File: config.mk
export PLATFORM = sky130hd
export DESIGN_NAME = fetch_ctrl
export DESIGN_NICKNAME = d
export VERILOG_FILES = /design/src/rtl/fetch_pkg.sv /design/src/rtl/fetch_skid_buf.sv /design/src/rtl/fetch_ctrl.sv
export SDC_FILE = /design/constraint.sdc
export NUM_CORES = 1
export LEC_CHECK = 0
export ABC_AREA = 1
export BUFFER_PORTS_ARGS = -buffer_cell sky130_fd_sc_hd__buf_4
export CAP_MARGIN = 20
export CORE_MARGIN = 3
export CORE_UTILIZATION = 44
export DETAILED_ROUTE_END_ITERATION = 10
export GPL_TIMING_DRIVEN = 0
export PLACE_DENSITY = 0.74
export SLEW_MARGIN = 20
export SYNTH_ARGS = -nofsm -noshare
export SYNTH_HDL_FRONTEND = slang
export SYNTH_SLANG_ARGS = --single-unit
File: constraint.sdc
create_clock -name clk -period 3.3 [get_ports clk]
set_clock_uncertainty 0.15 [all_clocks]
set_input_delay 0.66 -clock clk [delete_from_list [all_inputs] [get_ports clk]]
set_output_delay 0.66 -clock clk [all_outputs]
set_load 0.01 [all_outputs]
File: src/rtl/fetch_pkg.sv
// Shared types and constants for the instruction-fetch sequencer.
package fetch_pkg;

  typedef enum logic [1:0] {
    IDLE   = 2'd0,
    FETCH  = 2'd1,
    DRAIN  = 2'd2,
    HALTED = 2'd3
  } fetch_state_t;

  localparam int          PC_INC           = 4;
  localparam int          FIFO_DEPTH       = 2;
  localparam logic [31:0] DEFAULT_RESET_PC = 32'h0000_0000;

endpackage

File: src/rtl/fetch_skid_buf.sv
// Two-entry skid FIFO of {pc, instr} between the memory return path and decode.
module fetch_skid_buf
  import fetch_pkg::*;
#(
  parameter int XLEN = 32
) (
  input  logic            clk,
  input  logic            rst,
  input  logic            push,
  input  logic [XLEN-1:0] push_pc,
  input  logic [XLEN-1:0] push_instr,
  input  logic            pop,
  input  logic            flush,
  output logic            head_valid,
  output logic [XLEN-1:0] head_pc,
  output logic [XLEN-1:0] head_instr,
  output logic [1:0]      count
);

  logic [FIFO_DEPTH-1:0][XLEN-1:0] pc_q, instr_q;
  logic                            wr_ptr, rd_ptr;
  logic                            do_pop;

  assign head_valid = (count != 2'd0);
  assign do_pop     = pop & head_valid;
  assign head_pc    = pc_q[rd_ptr];
  assign head_instr = instr_q[rd_ptr];

  always_ff @(posedge clk or posedge rst) begin
    if (rst) begin
      pc_q    <= '0;
      instr_q <= '0;
      wr_ptr  <= 1'b0;
      rd_ptr  <= 1'b0;
      count   <= 2'd0;
    end else if (flush) begin
      wr_ptr <= 1'b0;
      rd_ptr <= 1'b0;
      count  <= 2'd0;
    end else begin
      if (push) begin
        pc_q[wr_ptr]    <= push_pc;
        instr_q[wr_ptr] <= push_instr;
        wr_ptr          <= ~wr_ptr;
      end
      if (do_pop) rd_ptr <= ~rd_ptr;
      count <= count + 2'(push) - 2'(do_pop);
    end
  end

endmodule

File: src/rtl/fetch_ctrl.sv
// Fetch sequencer: PC, single in-flight read tracking, FSM and decode handshake.
// Optional FETCH_ALIGN_CHK_EN adds a sticky fetch_err for bad redirect targets.
module fetch_ctrl
  import fetch_pkg::*;
#(
  parameter int              XLEN      = 32,
  parameter logic [XLEN-1:0] RESET_PC  = XLEN'(DEFAULT_RESET_PC),
  parameter int              MEM_BYTES = 256
) (
  input  logic            clk,
  input  logic            rst,
  output logic [XLEN-1:0] imem_addr,
  input  logic [XLEN-1:0] imem_rdata,
  input  logic            redirect_valid,
  input  logic [XLEN-1:0] redirect_pc,
  input  logic            halt,
  output logic            instr_valid,
  input  logic            instr_ready,
  output logic [XLEN-1:0] instr,
  output logic [XLEN-1:0] instr_pc,
  output logic            busy
`ifdef FETCH_ALIGN_CHK_EN
  ,
  output logic            fetch_err
`endif
);

  localparam logic [XLEN-1:0] PC_MASK    = XLEN'(MEM_BYTES - 1);
  localparam logic [XLEN-1:0] ALIGN_MASK = PC_MASK & ~(XLEN'(3));

  fetch_state_t    state_q, state_d;
  logic [XLEN-1:0] pc_q, inflight_pc_q;
  logic            inflight_q;
  logic            redir, pop, issue, push;
  logic [1:0]      fifo_count;
  logic [2:0]      pending;

  fetch_skid_buf #(.XLEN(XLEN)) u_buf (
    .clk        (clk),
    .rst        (rst),
    .push       (push),
    .push_pc    (inflight_pc_q),
    .push_instr (imem_rdata),
    .pop        (pop),
    .flush      (redir),
    .head_valid (instr_valid),
    .head_pc    (instr_pc),
    .head_instr (instr),
    .count      (fifo_count)
  );

`ifdef FETCH_ALIGN_CHK_EN
  logic bad_target;
  assign bad_target = redir && ((redirect_pc[1:0] != 2'd0) || (redirect_pc >= XLEN'(MEM_BYTES)));

  always_ff @(posedge clk or posedge rst) begin
    if (rst)             fetch_err <= 1'b0;
    else if (bad_target) fetch_err <= 1'b1;
  end
`endif

  assign busy = (state_q == FETCH) || (state_q == DRAIN);

  // Words already owed to the buffer, net of the head leaving this cycle.
  assign pending = 3'(fifo_count) + 3'(inflight_q) - 3'(pop);

  always_comb begin
    state_d = state_q;
    redir   = redirect_valid && (state_q != IDLE);
    pop     = instr_valid && instr_ready;
    issue   = (state_q == FETCH) && !halt && !redir && (pending < 3'd2);
    push    = inflight_q && !redir;

    unique case (state_q)
      IDLE:   state_d = FETCH;
      FETCH:  if (halt) state_d = DRAIN;
      DRAIN:  if (!inflight_q) state_d = HALTED;
      HALTED: if (!halt) state_d = FETCH;
      default: state_d = IDLE;
    endcase

    if (redir) begin
      if (state_q == DRAIN || state_q == HALTED) state_d = HALTED;
      else                                       state_d = halt ? DRAIN : FETCH;
    end
`ifdef FETCH_ALIGN_CHK_EN
    if (bad_target || fetch_err) state_d = HALTED;
`endif
  end

  always_ff @(posedge clk or posedge rst) begin
    if (rst) state_q <= IDLE;
    else     state_q <= state_d;
  end

  always_ff @(posedge clk or posedge rst) begin
    if (rst) begin
      pc_q          <= RESET_PC;
      imem_addr     <= RESET_PC;
      inflight_q    <= 1'b0;
      inflight_pc_q <= '0;
    end else if (redir) begin
      // The in-flight word belongs to the abandoned stream and is dropped.
      pc_q       <= redirect_pc & ALIGN_MASK;
      inflight_q <= 1'b0;
    end else begin
      if (issue) begin
        imem_addr     <= pc_q;
        inflight_pc_q <= pc_q;
        pc_q          <= (pc_q + XLEN'(PC_INC)) & PC_MASK;
      end
      inflight_q <= issue;
    end
  end

endmodule

==> metrics, run 1 <==
Total Wirelength=11.38 mm; Synth async-reset ratio=1.000; total track usage=0.1854; vias in the first global route=3,939; critical path launch point type=flop; setup TNS=0 ps; Remaining DRCs=0; FF+latch count, synth=95; die height=111.4 um; Rel. slew slack=0.5981; cts hold-fix bufs=0; wire per inst=12.74 um; Pwr per Cell Area=~840 nW/um^2; Chip Width=111.4 um; Hold Vio Cnt, Final=0; critical path cell sequence=clkbuf_1 -> inv_1 -> buf_2 -> buf_2 -> nand2_1 -> nand2_1 -> buf_4; Crit. End Element=output pin; CP required=roughly 2500 ps; Fillers=between 900 and 1k; H-tree depth=3; CTS max path bufs=2; worst skew pair latency=around 360 ps; Worst-path clk slew=about 90 ps; drt pass-1 iters=5; total setup buffers inserted after CTS=0; FP Rows=37; initial DRC count=~280; top post-synthesis cells by area=dfrtp_1 (49%), nand2_1 (18%), buf_4 (8.1%); synth warn=0; Post-Synthesis Cells=602; Max Cap Viol=0; CTS tree=done; Register Area=2377 sq um; Least-Margin Pin Slew=602.8 ps; worst vdd ir=0.0004139 V; die footprint=12,420 sq um; first-pass GRT wire length=18.88 mm; # resized after CTS=0; max-slew violation count=0; CP max FO=10; post-place setup slack=657.1 ps; distinct cell type count after synthesis=29; share of cells above drive strength 1=0.2629; crit path max-delay cell type=dfrtp_1; Antenna Nets Post-Route=0; Yosys top cell by area=dfrtp_1; Max Clk Rate=391.2 MHz; Total Power=5190 uW; I/O pins=167; mapped cell area=4891 sq um; Port Buffers=88; worst setup margin=around 740 ps; initial antenna violation count=0; HPWL after detailed placement=approximately 8.5 mm; clock net sink count=95; status=complete, no violations; cell count after placement=878; P_leak=~0.0035 uW; Mean Syn Cell Area=8.124 sq um; Vias per Instance=4.566; # nets final=832; area of the multi-input gates=1897 sq um; Tightest Hold Check Type=input pin to asynchronous set/reset pin; share of the clock period used by the worst path=0.7747; max incr delay on CP=360 ps; number of flops mapped to enable cells by yosys=0; n_diodes=0; TritonCTS buffer count=9; arrival time worst endpoint=1750 ps; area delta synth->final=26.02%; clk root buf=clkbuf_8; gr ovfl total=0; Initial Util=0.4634; RSZ-0062 raised after global routing=no; Final Setup Violations=0; pin count of the biggest net entering global routing=between 60 and 70; routed vias=approximately 4.1k; kind of critical path=flop to output pin; Synth Flop Type=dfrtp_1; Final Non-Filler Cells=893; Yosys top cell area share=0.4861; Seq/Total Area, Yosys=0.4861; Core ar.=10,560 sq um; post-route minimum period=2557 ps; gpl congestion=0.8116
-- final cells by class --
| cell class | count | area share |
|---|---|---|
| tap | 136 | 0.02761 |
| timing repair buffer | 89 | 0.1117 |
| inverter | 60 | 0.03735 |
| clock inverter | 6 | 0.01523 |
| buffer | 81 | 0.09460 |
| sequential | 95 | 0.3857 |
| clock buffer | 9 | 0.02010 |
| multi-input combinational | 417 | 0.3078 |
-- metal layers --
metal	share of wire	up-vias	GRT usage	wire length (um)
met4	0.0074	0	0.03974	84
met5	0	-	0	0
met1	0.43	1884	0.2396	4907
li1	-	2051	-	-
met3	0.069	8	0.05163	781
met2	0.49	134	0.3132	5602
-- power breakdown --
| part | switching [uW] | total [uW] | internal [uW] |
|---|---|---|---|
| registers | 336 | 2070 | 1730 |
| logic | 1260 | 2280 | 1020 |
| clock network | 409 | 836 | 428 |
-- final timing paths --
kind	depth (start not counted)	from	slack, ps	to
worst max-delay path	7	u_buf.rd_ptr	740	instr_pc[2]
min in group clk	2	u_buf.instr_q[31]	340	u_buf.instr_q[31]
max in group asynchronous	3	rst	2280	u_buf.instr_q[35]
worst min register to register	2	u_buf.instr_q[31]	340	u_buf.instr_q[31]
worst min-delay path	2	rst	100	pc_q[6]
worst max register to register	9	u_buf.count[1]	900	inflight_pc_q[5]
-- sequential cells by signal, summed over array words and instances, names as in the netlist --
| register | count |
|---|---|
| u_buf.count | 2 |
| u_buf.instr_q | 64 |
| state_q | 2 |
| u_buf.rd_ptr | 1 |
| u_buf.wr_ptr | 1 |
| inflight_q | 1 |
| u_buf.pc_q | 12 |
| inflight_pc_q | 6 |
| pc_q | 6 |
-- per-stage QoR --
step                hold slack (ps)  utilization  cell area (sq um)
detailed placement            323.1       0.5633               5946
floorplan                     303.4            -               5082
global route                  98.93       0.5839               6163
global placement              313.8       0.5602               5913
finish                        97.83       0.5839               6163
CTS                           92.06       0.5839               6163
-- critical path, delay by kind of cell, from the launching register on --
family	cells	cell delay [ps]
simple gates	2	170
flops	1	360
buf+inv	5	860
-- logic make-up after synthesis --
family | share of synthesized area
AOI/OAI and AO/OA | 0.1113
and+or+nand+nor | 0.2095
buffers and inverters | 0.1653
adders and majority gates | 0.02712
other | 0.0007667
DFF | 0.4861
-- synth_stat cells, types with 3 or more instances --
| cell | instances |
|---|---|
| buf_2 | 7 |
| buf_4 | 53 |
| buf_6 | 9 |
| clkbuf_1 | 7 |
| clkbuf_2 | 3 |
| dfrtp_1 | 95 |
| ha_1 | 9 |
| inv_1 | 57 |
| inv_2 | 3 |
| nand2_1 | 233 |
| nand3_1 | 11 |
| nor2_1 | 3 |
| o21ai_0 | 32 |
| o21ai_1 | 52 |
| o21ai_2 | 10 |
-- placed cells by master (no fill, tap or decap) --
cell          n
nand4_1       1
inv_1        56
inv_2         3
fa_1          1
nand2_2       2
nand2_1     233
conb_1       52
nand3_2       1
o21ai_1      52
dfrtp_1      95
o21a_1        1
buf_1         2
clkbuf_2      3
nand2_4       1
nor2_1        3
clkbuf_8      9
buf_4       141
buf_6         9
buf_16        1
o21bai_2      1
o211ai_1      1
o21ai_0      32
nor2_8        1
ha_1          9
clkinv_4      2
buf_2         7
o21ai_2      10
inv_6         2
or2_2         2
nor2_4        1
bufinv_16     2
clkbuf_1      7
a21oi_1       2
clkinvlp_4    1
nand3_1      11
Note: power is estimated with default switching activity, not from simulation.
==> inputs of run 2 (changes only) <==
--- a/config.mk
+++ b/config.mk
@@ -12,7 +12,7 @@
 export CORE_UTILIZATION = 44
 export DETAILED_ROUTE_END_ITERATION = 10
 export GPL_TIMING_DRIVEN = 0
-export PLACE_DENSITY = 0.74
+export PLACE_DENSITY = 0.71
 export SLEW_MARGIN = 20
 export SYNTH_ARGS = -nofsm -noshare
 export SYNTH_HDL_FRONTEND = slang
==> constraint.sdc (replaced) <==
create_clock -name clk -period 2.5 [get_ports clk]
set_clock_uncertainty 0.15 [all_clocks]
set_input_delay 0.5 -clock clk [delete_from_list [all_inputs] [get_ports clk]]
set_output_delay 0.5 -clock clk [all_outputs]
set_load 0.01 [all_outputs]
==> run 2 against run 1 <==
Total power grew 36%. Sequential share of layout area shrank 0.84 points. Setup slack lost 630 ps. Final area grew 2.3%. Final cell count grew 1.0%. Utilization grew 1.3 points. Worst hold slack gained 120 ps. Critical path depth grew 2. Global-route usage shrank 0.12 points. Register-to-register slack lost 790 ps. Via count grew 1.5%. Non-clock buffer count grew 8. Largest cell class unchanged. Largest power group unchanged. Highest routed layer unchanged.
==> metrics, run 2 (synthesis gave the netlist of run 1 again) <==
status=complete, no violations (unchanged); Max Cap Viol=0 (unchanged); clock net sink count=95 (unchanged); routed vias=4,137 (was 4,077); die height=111.4 um (unchanged); Hold Vio Cnt, Final=0 (unchanged); Remaining DRCs=0 (unchanged); TritonCTS buffer count=9 (unchanged); share of the clock period used by the worst path=0.9540; Tightest Hold Check Type=input pin to flop (was input pin to asynchronous set/reset pin); drt pass-1 iters=5 (unchanged); Rel. slew slack=0.5937 (was 0.5981); clk root buf=clkbuf_8 (unchanged); worst vdd ir=0.0005398 V (was 0.0004139 V); most frequent cells in the layout=nand2_1 (232), buf_4 (145), dfrtp_1 (94) (was nand2_1 (233), buf_4 (141), dfrtp_1 (95)); Final Setup Violations=0 (unchanged); critical path launch point type=flop (unchanged); Total Wirelength=11.69 mm (was 11.38 mm); max FFs per register=64 (unchanged); Max Clk Rate=~420 MHz; Total Power=7067 uW (was 5190 uW); Top reg by flops=u_buf.instr_q (unchanged); Initial Util=0.4634 (unchanged); Post-Place Cell Area=5977 sq um (was 5946 sq um); # nets final=840 (was 832); gpl congestion=0.7983 (was 0.8116); Port Buffers=88 (unchanged); CTS tree=done (unchanged); HPWL after detailed placement=8.450 mm (was 8.466 mm); worst skew pair latency=360 ps (about the same); setup TNS=0 ps (unchanged); I/O pins=167 (unchanged); Final Core Density=0.5972 (was 0.5839); CTS max path bufs=2 (unchanged); Worst-path clk slew=90 ps (about the same); initial DRC count=214 (was 279); H-tree depth=3 (unchanged); pin count of the biggest net entering global routing=37 (was 68); Least-Margin Pin Slew=609.4 ps (was 602.8 ps); n_diodes=0 (unchanged); vias in the first global route=3,908 (was 3,939); wire per inst=12.96 um (was 12.74 um); Core ar.=10,560 sq um (unchanged); initial antenna violation count=0 (unchanged); share of cells above drive strength 1=0.2755 (was 0.2629); area delta synth->final=28.88% (was 26.02%); Vias per Instance=4.586 (was 4.566); CP required=2590 ps (was 2490 ps); max-slew violation count=0 (unchanged); kind of critical path=flop to flop (was flop to output pin); biggest regs=u_buf.instr_q: 64 flops, u_buf.pc_q: 12 flops (unchanged); design area=6304 sq um (was 6163 sq um); Pwr per Cell Area=1121 nW/um^2 (was 842.1 nW/um^2); CP max FO=7 (was 10); first-pass GRT wire length=18.89 mm (was 18.88 mm); gr ovfl total=0 (unchanged); post-route minimum period=2385 ps; total track usage=0.1842 (was 0.1854); Chip Width=111.4 um (unchanged); die footprint=12,420 sq um (unchanged); FP Rows=37 (unchanged); commonest non-fill, non-tap cell in the layout=nand2_1 (unchanged); Antenna Nets Post-Route=0 (unchanged); Crit. End Element=flop (was output pin); arrival time worst endpoint=2470 ps (was 1750 ps); P_leak=0.003545 uW (was 0.003479 uW)
[run 2: cell types whose count changed in the layout (fill, tap and decap cells not counted), moves of 2 or more]
cell      delta
buf_4        +4
clkbuf_2     +2
buf_2        -2
buf_12       +3
buf_6        +2
clkinv_4     -2
[run 2: what timing repair did]
item	4_1_cts	5_1_grt
gates resized for setup	0	14
hold endpoints to repair	7	0
endpoints found under the setup margin	0	26
setup buffers	0	4
hold buffers	1	0
[run 2: final cells by class]
type,count,area (sq um)
Buffer,81,594.3
Clock buffer,10,127.6
Clock inverter,6,115.1
Fill cell,955,4252
Inverter,60,229.0
Multi-Input combinational cell,417,1917
Sequential cell,95,2379
Tap cell,136,170.2
Timing Repair Buffer,97,772.0
[run 2: layer usage]
| layer | up-vias | part of all wire | GRT usage |
|---|---|---|---|
| li1 | 2073 | - | - |
| met1 | 1915 | 0.42 | 0.2391 |
| met2 | 137 | 0.50 | 0.3144 |
| met3 | 12 | 0.063 | 0.04565 |
| met4 | 0 | 0.012 | 0.03893 |
| met5 | - | 0 | 0 |
[run 2: worst paths after layout]
| check | from | end | slack, ps | depth (start not counted) |
|---|---|---|---|---|
| max in group asynchronous | rst | u_buf.instr_q[38] | 1060 | 5 |
| min in group asynchronous | rst | pc_q[5] | 470 | 3 |
| worst max register to register | u_buf.count[1] | inflight_pc_q[5] | 110 | 9 |
| worst min-delay path | redirect_pc[3] | pc_q[3] | 220 | 3 |
| worst max-delay path | u_buf.count[1] | inflight_pc_q[5] | 110 | 9 |
| worst min register to register | u_buf.instr_q[47] | u_buf.instr_q[47] | 340 | 2 |
[run 2: stage by stage]
stage / instances / hold slack, ps / setup WS, ps
floorplan: 653 / 303.4 / 273.3
global placement: 877 / 313.1 / 32.61
detailed placement: 880 / 300.0 / -37.81
CTS: 897 / 197.4 / 53.41
global route: 902 / 203.5 / -19.13
finish: 902 / 215.2 / 115.0
[run 2: critical path, cell delays in order (launching register included)]
cell and delay, ps:
dfrtp_2 410, o21a_1 190, ha_1 270, inv_1 80, nand2_1 80, fa_1 550, nand3_4 110, nor2_4 220
buf_6 140, o21ai_0 80
[run 2: where the power goes]
| part | switching, uW | internal [uW] | total, uW |
|---|---|---|---|
| registers | 425 | 2290 | 2720 |
| clock network | 543 | 672 | 1210 |
| logic | 1730 | 1410 | 3140 |
==> inputs of run 3 (changes only) <==
--- a/config.mk
+++ b/config.mk
@@ -12,7 +12,7 @@
 export CORE_UTILIZATION = 44
 export DETAILED_ROUTE_END_ITERATION = 10
 export GPL_TIMING_DRIVEN = 0
-export PLACE_DENSITY = 0.71
+export PLACE_DENSITY = 0.75
 export SLEW_MARGIN = 20
 export SYNTH_ARGS = -nofsm -noshare
 export SYNTH_HDL_FRONTEND = slang
==> run 3 against run 2 <==
Maximum frequency shrank 0.20%. Combinational power is 2% lower. Die area is the same.
==> metrics, run 3 (synthesis gave the netlist of run 1 again) <==
status=complete, no violations (unchanged); Worst Hold Slack=221.9 ps (was 215.2 ps); vias in the first global route=3,902 (was 3,908); Worst-path clk slew=90 ps (about the same); Vias per Instance=4.587 (was 4.586); FF-to-FF Start=u_buf.count[1] (unchanged); Port Buffers=88 (unchanged); Hold Vio Cnt, Final=0 (unchanged); gpl congestion=0.7864 (was 0.7983); CTS max path bufs=2 (unchanged); Fillers=940 (was 955); CTS tree=done (unchanged); biggest regs=u_buf.instr_q: 64 flops, u_buf.pc_q: 12 flops (unchanged); Max Cap Viol=0 (unchanged); Final Setup Violations=0 (unchanged); routed vias=4,124 (was 4,137); kind of critical path=flop to flop (unchanged); H-tree depth=3 (unchanged); share of the clock period used by the worst path=0.9559 (was 0.9540); drt pass-1 iters=5 (unchanged); Least-Margin Pin Slew=584.1 ps (was 609.4 ps); Rel. slew slack=0.6106 (was 0.5937); die height=111.4 um (unchanged); Final Core Density=0.5926 (was 0.5972); Total Wirelength=11.22 mm (was 11.69 mm); critical path launch point type=flop (unchanged); worst vdd ir=0.0005790 V (was 0.0005398 V); first-pass GRT wire length=18.72 mm (was 18.89 mm); share of cells above drive strength 1=0.2700 (was 0.2755); post-route minimum period=2390 ps (was 2385 ps); wire per inst=12.48 um (was 12.96 um); FP Rows=37 (unchanged); initial DRC count=273 (was 214); initial antenna violation count=0 (unchanged); max-slew violation count=0 (unchanged); Remaining DRCs=0 (unchanged); Total Power=6932 uW (was 7067 uW); Crit. End Element=flop (unchanged); Pwr per Cell Area=1108 nW/um^2 (was 1121 nW/um^2); Top reg by flops=u_buf.instr_q (unchanged); HPWL after detailed placement=8.425 mm (was 8.450 mm); CP required=2620 ps (was 2590 ps); clk root buf=clkbuf_8 (unchanged); area delta synth->final=27.88% (was 28.88%); P_leak=0.003511 uW (was 0.003545 uW); pin count of the biggest net entering global routing=33 (was 37); CP startpoint=u_buf.count[1] (unchanged); Initial Util=0.4634 (unchanged); Core ar.=10,560 sq um (unchanged); RSZ-0062 raised after global routing=yes; total track usage=0.1833 (was 0.1842); Chip Width=111.4 um (unchanged); max FFs per register=64 (unchanged); Max Clk Rate=418.4 MHz (was 419.3 MHz); commonest non-fill, non-tap cell in the layout=nand2_1 (unchanged); Antenna Nets Post-Route=0 (unchanged); die footprint=12,420 sq um (unchanged); # nets final=837 (was 840); gr ovfl total=0 (unchanged); worst skew pair latency=350 ps (was 360 ps); Tightest Hold Check Type=input pin to flop (unchanged); clock net sink count=95 (unchanged); I/O pins=167 (unchanged); TritonCTS buffer count=9 (unchanged); worst hold start=redirect_pc[3] (unchanged); R2R Setup Slk=110 ps (about the same); most frequent cells in the layout=nand2_1 (232), buf_4 (142), dfrtp_1 (94) (was nand2_1 (232), buf_4 (145), dfrtp_1 (94)); n_diodes=0 (unchanged); arrival time worst endpoint=2510 ps (was 2470 ps); CP max FO=10 (was 7); cell count after placement=880 (unchanged); Final Non-Filler Cells=899 (was 902)
==> run 3: cell types whose count changed in the layout (fill, tap and decap cells not counted), sizes merged <==
cell / previous run / this run
inv: 61 / 62
bufinv: 3 / 2
buf: 166 / 163
clkinvlp: 2 / 3
clkbuf: 21 / 20
==> run 3: layer usage <==
metal  vias up  global-route usage  wire length, um
met2       132              0.3213             5747
met4         0             0.03569              122
met5         -                   0                0
met1      1916              0.2325             4623
li1       2062                   -                -
met3        14             0.04511              725
==> run 3: cell type report <==
cell class                      count  area, sq um  area share
Clock inverter                      7        103.9     0.01660
Timing Repair Buffer               94        745.7      0.1192
Multi-Input combinational cell    417         1914      0.3061
Tap cell                          136        170.2     0.02721
Inverter                           60        229.0     0.03661
Clock buffer                        9        123.9     0.01980
Sequential cell                    95         2379      0.3803
Buffer                             81        589.3     0.09422
==> run 3: path summary, 6_finish.rpt <==
| check | end | cells past startpoint |
|---|---|---|
| min | pc_q[3] | 3 |
| max reg2reg | inflight_pc_q[2] | 10 |
| min reg2reg | u_buf.instr_q[53] | 2 |
| max in group asynchronous | u_buf.instr_q[44] | 5 |
| min in group asynchronous | pc_q[5] | 3 |
| max | inflight_pc_q[2] | 10 |
==> run 3: where the power goes <==
| part | switching, uW | internal, uW |
|---|---|---|
| logic | 1690 | 1390 |
| clock network | 557 | 577 |
| registers | 424 | 2290 |
| total | 2680 | 4260 |
==> run 3: what timing repair did <==
item / 4_1_cts / 5_1_grt
setup buffers: 0 / 2
hold buffers: 1 / 0
setup endpoints to repair: 0 / 17
endpoints found under the hold margin: 12 / 0
gates resized for setup: 0 / 6
==> run 3: critical path, cell delays in order, from the launching register on <==
cell and delay [ps]:
dfrtp_2 440, o21a_1 230, ha_1 270, inv_1 80, nand2_1 70, fa_1 530, nand3_4 110, nor2_4 160
buf_6 140, nand2_1 50, o21ai_0 80
==> run 3: metrics by stage <==
| stage | setup slack, ps | TNS, ps | area [sq um] |
|---|---|---|---|
| final | 110.2 | 0 | 6255 |
| after global routing | -35.37 | -40.97 | 6255 |
| after CTS | 53.13 | 0 | 6215 |
| after detailed placement | -25.29 | -50.89 | 5977 |
| after global placement | 44.61 | 0 | 5917 |
| after floorplan | 273.3 | 0 | 5086 |
